`src/rtl/best_path_selector.sv`:
```
// Pipelined minimum-metric selector: a registered binary compare tree over {metric, index, path} candidates.
// Optional macro BPS_CONVERGE_EN builds the output-stability counter that drives `converged`.
module best_path_selector #(
  parameter int NUM_STATES = 4,
  parameter int METRIC_W   = 4,
  parameter int PATH_W     = 8,
  parameter int STABLE_CNT = 4,
  localparam int LVL       = $clog2(NUM_STATES)
) (
  input  logic                           clk,
  input  logic                           rst_n,
  input  logic                           valid_in,
  input  logic                           flush,
  input  logic [NUM_STATES*METRIC_W-1:0] metrics_in,
  input  logic [NUM_STATES*PATH_W-1:0]   paths_in,
  output logic [PATH_W-1:0]              out,
  output logic [LVL-1:0]                 best_state,
  output logic [METRIC_W-1:0]            best_metric,
  output logic                           out_valid,
  output logic                           refresh,
  output logic                           converged
);

  // Level k of cand_* holds the candidates entering compare level k; level LVL is the winner.
  logic [METRIC_W-1:0] cand_metric [LVL+1][NUM_STATES];
  logic [LVL-1:0]      cand_idx    [LVL+1][NUM_STATES];
  logic [PATH_W-1:0]   cand_path   [LVL+1][NUM_STATES];
  logic [LVL:0]        cand_valid;

  logic [METRIC_W-1:0] metric_next [LVL][NUM_STATES/2];
  logic [LVL-1:0]      idx_next    [LVL][NUM_STATES/2];
  logic [PATH_W-1:0]   path_next   [LVL][NUM_STATES/2];
  logic [METRIC_W-1:0] metric_reg  [LVL][NUM_STATES/2];
  logic [LVL-1:0]      idx_reg     [LVL][NUM_STATES/2];
  logic [PATH_W-1:0]   path_reg    [LVL][NUM_STATES/2];
  logic [LVL-1:0]      valid_reg;

  logic [PATH_W-1:0]   prev_out_reg;
  logic                has_prev_reg;
  logic                refresh_reg;
  logic                same_path;

  assign cand_valid = {valid_reg, valid_in};

  genvar gi, gj;
  generate
    for (gi = 0; gi < NUM_STATES; gi++) begin : g_leaf
      assign cand_metric[0][gi] = metrics_in[gi*METRIC_W +: METRIC_W];
      assign cand_path[0][gi]   = paths_in[gi*PATH_W +: PATH_W];
      assign cand_idx[0][gi]    = LVL'(gi);
    end

    for (gi = 0; gi < LVL; gi++) begin : g_level
      localparam int CNT = NUM_STATES >> (gi + 1);
      for (gj = 0; gj < CNT; gj++) begin : g_node
        logic take_left;
        // Ties go left so the lowest state index wins.
        assign take_left = cand_metric[gi][2*gj] <= cand_metric[gi][2*gj+1];
        assign metric_next[gi][gj] = take_left ? cand_metric[gi][2*gj] : cand_metric[gi][2*gj+1];
        assign idx_next[gi][gj]    = take_left ? cand_idx[gi][2*gj]    : cand_idx[gi][2*gj+1];
        assign path_next[gi][gj]   = take_left ? cand_path[gi][2*gj]   : cand_path[gi][2*gj+1];

        always_ff @(posedge clk or negedge rst_n) begin
          if (!rst_n) begin
            metric_reg[gi][gj] <= '0;
            idx_reg[gi][gj]    <= '0;
            path_reg[gi][gj]   <= '0;
          end else if (cand_valid[gi] && !flush) begin
            metric_reg[gi][gj] <= metric_next[gi][gj];
            idx_reg[gi][gj]    <= idx_next[gi][gj];
            path_reg[gi][gj]   <= path_next[gi][gj];
          end
        end

        assign cand_metric[gi+1][gj] = metric_reg[gi][gj];
        assign cand_idx[gi+1][gj]    = idx_reg[gi][gj];
        assign cand_path[gi+1][gj]   = path_reg[gi][gj];
      end
    end
  endgenerate

  always_ff @(posedge clk or negedge rst_n) begin
    if (!rst_n) begin
      valid_reg <= '0;
    end else if (flush) begin
      valid_reg <= '0;
    end else begin
      valid_reg <= cand_valid[LVL-1:0];
    end
  end

  // Refresh is decided while the winner enters the last level, so it lands with out_valid.
  assign same_path = has_prev_reg && (path_next[LVL-1][0] == prev_out_reg);

  always_ff @(posedge clk or negedge rst_n) begin
    if (!rst_n) begin
      prev_out_reg <= '0;
      has_prev_reg <= 1'b0;
      refresh_reg  <= 1'b0;
    end else if (flush) begin
      has_prev_reg <= 1'b0;
      refresh_reg  <= 1'b0;
    end else begin
      refresh_reg <= cand_valid[LVL-1] && same_path;
      if (cand_valid[LVL-1]) begin
        prev_out_reg <= path_next[LVL-1][0];
        has_prev_reg <= 1'b1;
      end
    end
  end

`ifdef BPS_CONVERGE_EN
  logic [7:0] cnt_reg;
  logic [7:0] cnt_next;
  logic       converged_reg;

  always_comb begin
    cnt_next = 8'd0;
    if (same_path) begin
      cnt_next = (cnt_reg == 8'hFF) ? 8'hFF : cnt_reg + 8'd1;
    end
  end

  always_ff @(posedge clk or negedge rst_n) begin
    if (!rst_n) begin
      cnt_reg       <= 8'd0;
      converged_reg <= 1'b0;
    end else if (flush) begin
      cnt_reg       <= 8'd0;
      converged_reg <= 1'b0;
    end else if (cand_valid[LVL-1]) begin
      cnt_reg       <= cnt_next;
      converged_reg <= (cnt_next >= 8'(STABLE_CNT));
    end
  end

  assign converged = converged_reg;
`else
  assign converged = 1'b0;
`endif

  assign out         = cand_path[LVL][0];
  assign best_state  = cand_idx[LVL][0];
  assign best_metric = cand_metric[LVL][0];
  assign out_valid   = valid_reg[LVL-1];
  assign refresh     = refresh_reg;

endmodule

```
`config.mk`:
```
export PLATFORM = sky130hd
export DESIGN_NAME = best_path_selector
export DESIGN_NICKNAME = d
export VERILOG_FILES = /design/src/rtl/best_path_selector.sv
export SDC_FILE = /design/constraint.sdc
export NUM_CORES = 1
export LEC_CHECK = 0
export CORE_MARGIN = 1.5
export CORE_UTILIZATION = 54
export DETAILED_ROUTE_END_ITERATION = 6
export PLACE_DENSITY = 0.93
export SETUP_SLACK_MARGIN = 0.15
export SYNTH_ARGS = -nofsm -noshare
export SYNTH_HDL_FRONTEND = slang
export SYNTH_SLANG_ARGS = --single-unit
```
`constraint.sdc`:
```
create_clock -name clk -period 3.4 [get_ports clk]
set_input_delay 0.68 -clock clk [delete_from_list [all_inputs] [get_ports clk]]
set_output_delay 0.68 -clock clk [all_outputs]
set_load 0.005 [all_outputs]
```
# ---- After elaboration in Yosys (flattened, before gate mapping)
# Index checks and enable logic that the tools add are counted.
dict set report totals {
  word_cells 38
  inputBits 52
  register_bits 54
}
dict set report classes {
  magnitude_cmp 3
  n_eq_ne 1
  mux 13
  n_reduce_logical 7
  bitwise 1
}
# cell count
set ops {}
lappend ops {{$mux 8} 3}
lappend ops {{$le 4x4->1} 3}
lappend ops {{$mux 4} 3}
lappend ops {{$eq 8x8->1} 1}
lappend ops {{$mux 1} 5}
lappend ops {{$logic_and 1x1->1} 4}
lappend ops {{$mux 2} 2}
lappend ops {{$reduce_and 2->1} 1}
lappend ops {{$reduce_bool 2->1} 1}
lappend ops {{$logic_not 1->1} 1}
lappend ops {{$not 1->1} 1}

# ---- Logic depth before layout (Yosys ltp)
dict set report logic_depth {
  depth_word 6
  mapped_depth 10
  mapped_depth_nobuf 8
}

# ---- Worst setup path after synthesis
# OpenSTA, ideal clock, no wires.
dict set report synth_path {
  path_type {input -> register}
  start {in metrics_in[5]}
  end {reg metric_reg, in the netlist cand_metric[28]}
  required_time_ns 3.266
  setup_time_ns 0.134
  arrival_time_ns 2.132
  n_path_buf 1
  setup_slack_ns 1.134
  path_stages 9
  path_cell_list {inv_1 -> ha_1 -> nor2b_1 -> o21a_1 -> o21a_1 -> o21ai_4 -> buf_4 -> mux2i_1 -> o21ai_0}
}
dict set report synth_via {
  elab_chain_cells 2
}
# element line_no
set synth_lines {}
lappend synth_lines {{start: declaration} 14} ;# input logic [NUM_STATES*METRIC_W-1:0] metrics_in,
lappend synth_lines {{$le 4x4->1} 58} ;# assign take_left = cand_metric[gi][2*gj] <= cand_metric[gi][2*gj+1];
lappend synth_lines {{$mux 4} 59} ;# assign metric_next[gi][gj] = take_left ? cand_metric[gi][2*gj] : cand_metric[gi][2*gj+1];
lappend synth_lines {{end signal: indexed assignment} 69} ;# metric_reg[gi][gj] <= metric_next[gi][gj];
lappend synth_lines {{end: declaration} 33} ;# logic [METRIC_W-1:0] metric_reg [LVL][NUM_STATES/2];
# Every way passes these cells.
# A chain may end at the register's enable or synchronous reset.

# ---- Worst setup path after layout
dict set report layout_path {
  start {in metrics_in[5]}
  end {reg path_reg, in the netlist cand_path[57]}
}
dict set report layout_via {
  elab_chain_cells 2
}
# element line_no
set layout_lines {}
lappend layout_lines {{$le 4x4->1} 58}
lappend layout_lines {{$mux 8} 61} ;# assign path_next[gi][gj] = take_left ? cand_path[gi][2*gj] : cand_path[gi][2*gj+1];
lappend layout_lines {{end signal: indexed assignment} 71} ;# path_reg[gi][gj] <= path_next[gi][gj];
lappend layout_lines {{end: declaration} 35} ;# logic [PATH_W-1:0] path_reg [LVL][NUM_STATES/2];
# Every way passes these cells.

==> results by group <==
Worst hold path
  – Worst hold path cell count: 1
  – Worst Hold Class: flop to flop
  – Endpoint, Worst Hold: cand_idx[13]
  – Hold path startpoint: cand_idx[13]

Timing
  – Final number of hold-violating endpoints: 0
  – Final setup vio count: 0
  – Setup TNS: 0 ns
  – Clk_skew: 0.00318 ns
  – Final Slew Violations: 0
  – RSZ-0062 raised after global routing: no
  – Max Clock Freq: 379 MHz
  – Relative slew slack: 35.6%
  – Fin crit share: 77.5%
  – Post-route minimum period: 2.64 ns
  – Worst Max-Slew Pin Slew: 0.967 ns

Logic synthesis
  – Post-synthesis sequential area ratio: 40.2%
  – Warnings, synthesis: 0
  – Synthesized area: 2800 µm²
  – Syn_area_per_cell: 9.25 µm²
  – Syn_nets: 367
  – Ys flop type: dfrtp_1
  – Post-synth ARST share: 100%
  – Netlist cell types: 45
  – Post-synth EDFFs: 0
  – Yosys reg bits: 45
  – Gate Count Post-Synth: 303

Global routing
  – Vias in the first global route: 2246
  – Pin count of the biggest net entering global routing: 49
  – Gr ovfl total: 0
  – First-pass GRT wire length: 10400 µm
  – Overall Global Routing Usage: 24.3%
  – Initial antenna violation count: 0

Final layout
  – Final #Nets: 418
  – Post-route insts no fill: 425
  – Largest register FFs: 16
  – Final core utilization: 69.5%
  – Most frequent cells in the layout: clkdlybuf4s50_1 (66), dfrtp_1 (45), nand2_1 (42)
  – Post-route design area: 3500 µm²
  – Commonest non-fill, non-tap cell in the layout: clkdlybuf4s50_1
  – Filler cells: 410
  – Inserted Diodes: 0
  – Layout cells sized above 1: 7.04%
  – Synthesis-to-finish area growth: 25.1%

Critical path
  – Setup CP Type: input port to flop
  – WP data arrival: 2.80 ns
  – Worst reg2reg path depth: 7
  – Crit start category: input port
  – FF-to-FF Start: cand_metric[27]
  – Critical Path RT: 3.56 ns
  – Crit-path max FO: 16
  – Worst R2R End: refresh
  – R2r setup slk: 1.10 ns
  – Crit path capture type: flop

Clock tree
  – Clock Tree Buf Depth: 2
  – Reg clk slew, reported paths: 0.08 ns
  – Post-CTS Setup Bufs: 0
  – Clock sinks: 45
  – H-tree depth: 2
  – Worst-Skew Late Latency: 0.30 ns
  – Clock Root Buffer: clkbuf_8
  – Hold-fix buffers at CTS: 0
  – Post-CTS Resized: 0
  – CTS tree: done
  – CTS Buf Count: 5

Floorplanning
  – Initial cell density of the core: 55.6%
  – Cell Rows: 26
  – Total die area: 5630 µm²
  – Core Region: 5040 µm²
  – Die width: 75.0 µm
  – I/O Pins: 69
  – Die height: 75.0 µm

Detailed routing
  – Routed wire length: 6080 µm
  – Starting DRC count in detailed routing: 193
  – Residual DRC: 0
  – DR vias/cell: 5.45
  – Drt first pass iters: 5
  – ANT nets after route: 0
  – DR WL/cell: 14.3 µm
  – Via count: 2315

Placement
  – Area after DPL: 3420 µm²
  – Placed Cells: 417
  – Gpl congestion: 0.939
  – Port Buffer Count: 67
  – DPL Wire Length: 4730 µm

Power and ir drop
  – LEAKAGE: 1.57 nW
  – PwrDens: 550 nW/µm²
  – Peak VDD IR: 0.000326 V

Flow run
  – Max-cap violations: 0

Run status
  – Status: completed
## final cells by class
class / count / area (µm²) / share of cell area (%)
clock buffer: 7 / 76.3 / 2.18
clock inverter: 1 / 7.51 / 0.214
inverter: 20 / 75.1 / 2.14
multi-input combinational: 210 / 1430 / 40.8
sequential: 45 / 1130 / 32.1
tap: 70 / 87.6 / 2.50
timing repair buffer: 72 / 703 / 20.1
## how the worst max path moves through the flow
stage	slack, ns	startpoint	endpoint	depth (start not counted)
2_1_floorplan	1.13	metrics_in[5]	cand_metric[28]	9
3_3_place_gp	0.60	metrics_in[5]	cand_path[59]	9
3_5_place_dp	0.43	metrics_in[5]	cand_path[57]	9
4_1_cts	0.74	metrics_in[5]	cand_path[57]	9
5_1_grt	0.59	metrics_in[5]	cand_metric[28]	9
6_report	0.76	metrics_in[5]	cand_path[57]	9
## stage by stage
| stage | setup WS, ns | hold WS [ns] | power, W |
|---|---|---|---|
| finish | 0.764 | 0.474 | 0.00193 |
| global route | 0.594 | 0.510 | 0.00205 |
| CTS | 0.735 | 0.478 | 0.00192 |
| detailed placement | 0.430 | 0.456 | 0.00160 |
| global placement | 0.597 | 0.453 | 0.00158 |
| floorplan | 1.13 | 0.384 | 0.00135 |
## kinds of logic after synthesis
family / share of synthesized area, %
and+or+nand+nor: 14.3
other: 0.134
DFF: 40.2
buffers and inverters: 8.80
adders and majority gates: 5.36
AOI/OAI and AO/OA: 17.6
muxes: 11.2
xor gates and xnor gates: 2.50
## metal layers
layer	vias up	GRT usage, %	share of wire (%)
li1	1141	-	-
met1	1069	33.2	43
met2	90	39.0	47
met3	15	5.35	7.1
met4	0	7.07	2.1
met5	-	0	0
## synthesized netlist by cell type (4+ instances only)
master	count	area, µm²
nand2_1	42	158
ha_1	12	150
xnor2_1	5	43.8
a21oi_1	11	55.1
mux2i_1	29	290
nand2b_1	4	25.0
nor2_1	11	41.3
inv_1	20	75.1
o311ai_0	4	35.0
dfrtp_1	45	1130
o21ai_0	40	200
nor2b_1	5	31.3
buf_4	17	128
clkbuf_1	9	33.8
nand3_1	4	20.0
## power by group
| part | switching, W | internal (W) |
|---|---|---|
| clock | 0.000180 | 0.000146 |
| sequential | 0.000133 | 0.000646 |
| combinational | 0.000386 | 0.000435 |
| total | 0.000699 | 0.00123 |
## worst max-delay path, cell delays in order
cell,delay (ns)
clkdlybuf4s50_1,0.47
inv_1,0.06
ha_1,0.28
nor2b_1,0.14
o21a_1,0.16
o21a_1,0.19
o21ai_4,0.44
mux2i_1,0.26
o21ai_0,0.11
(Power assumes the default switching activity.)
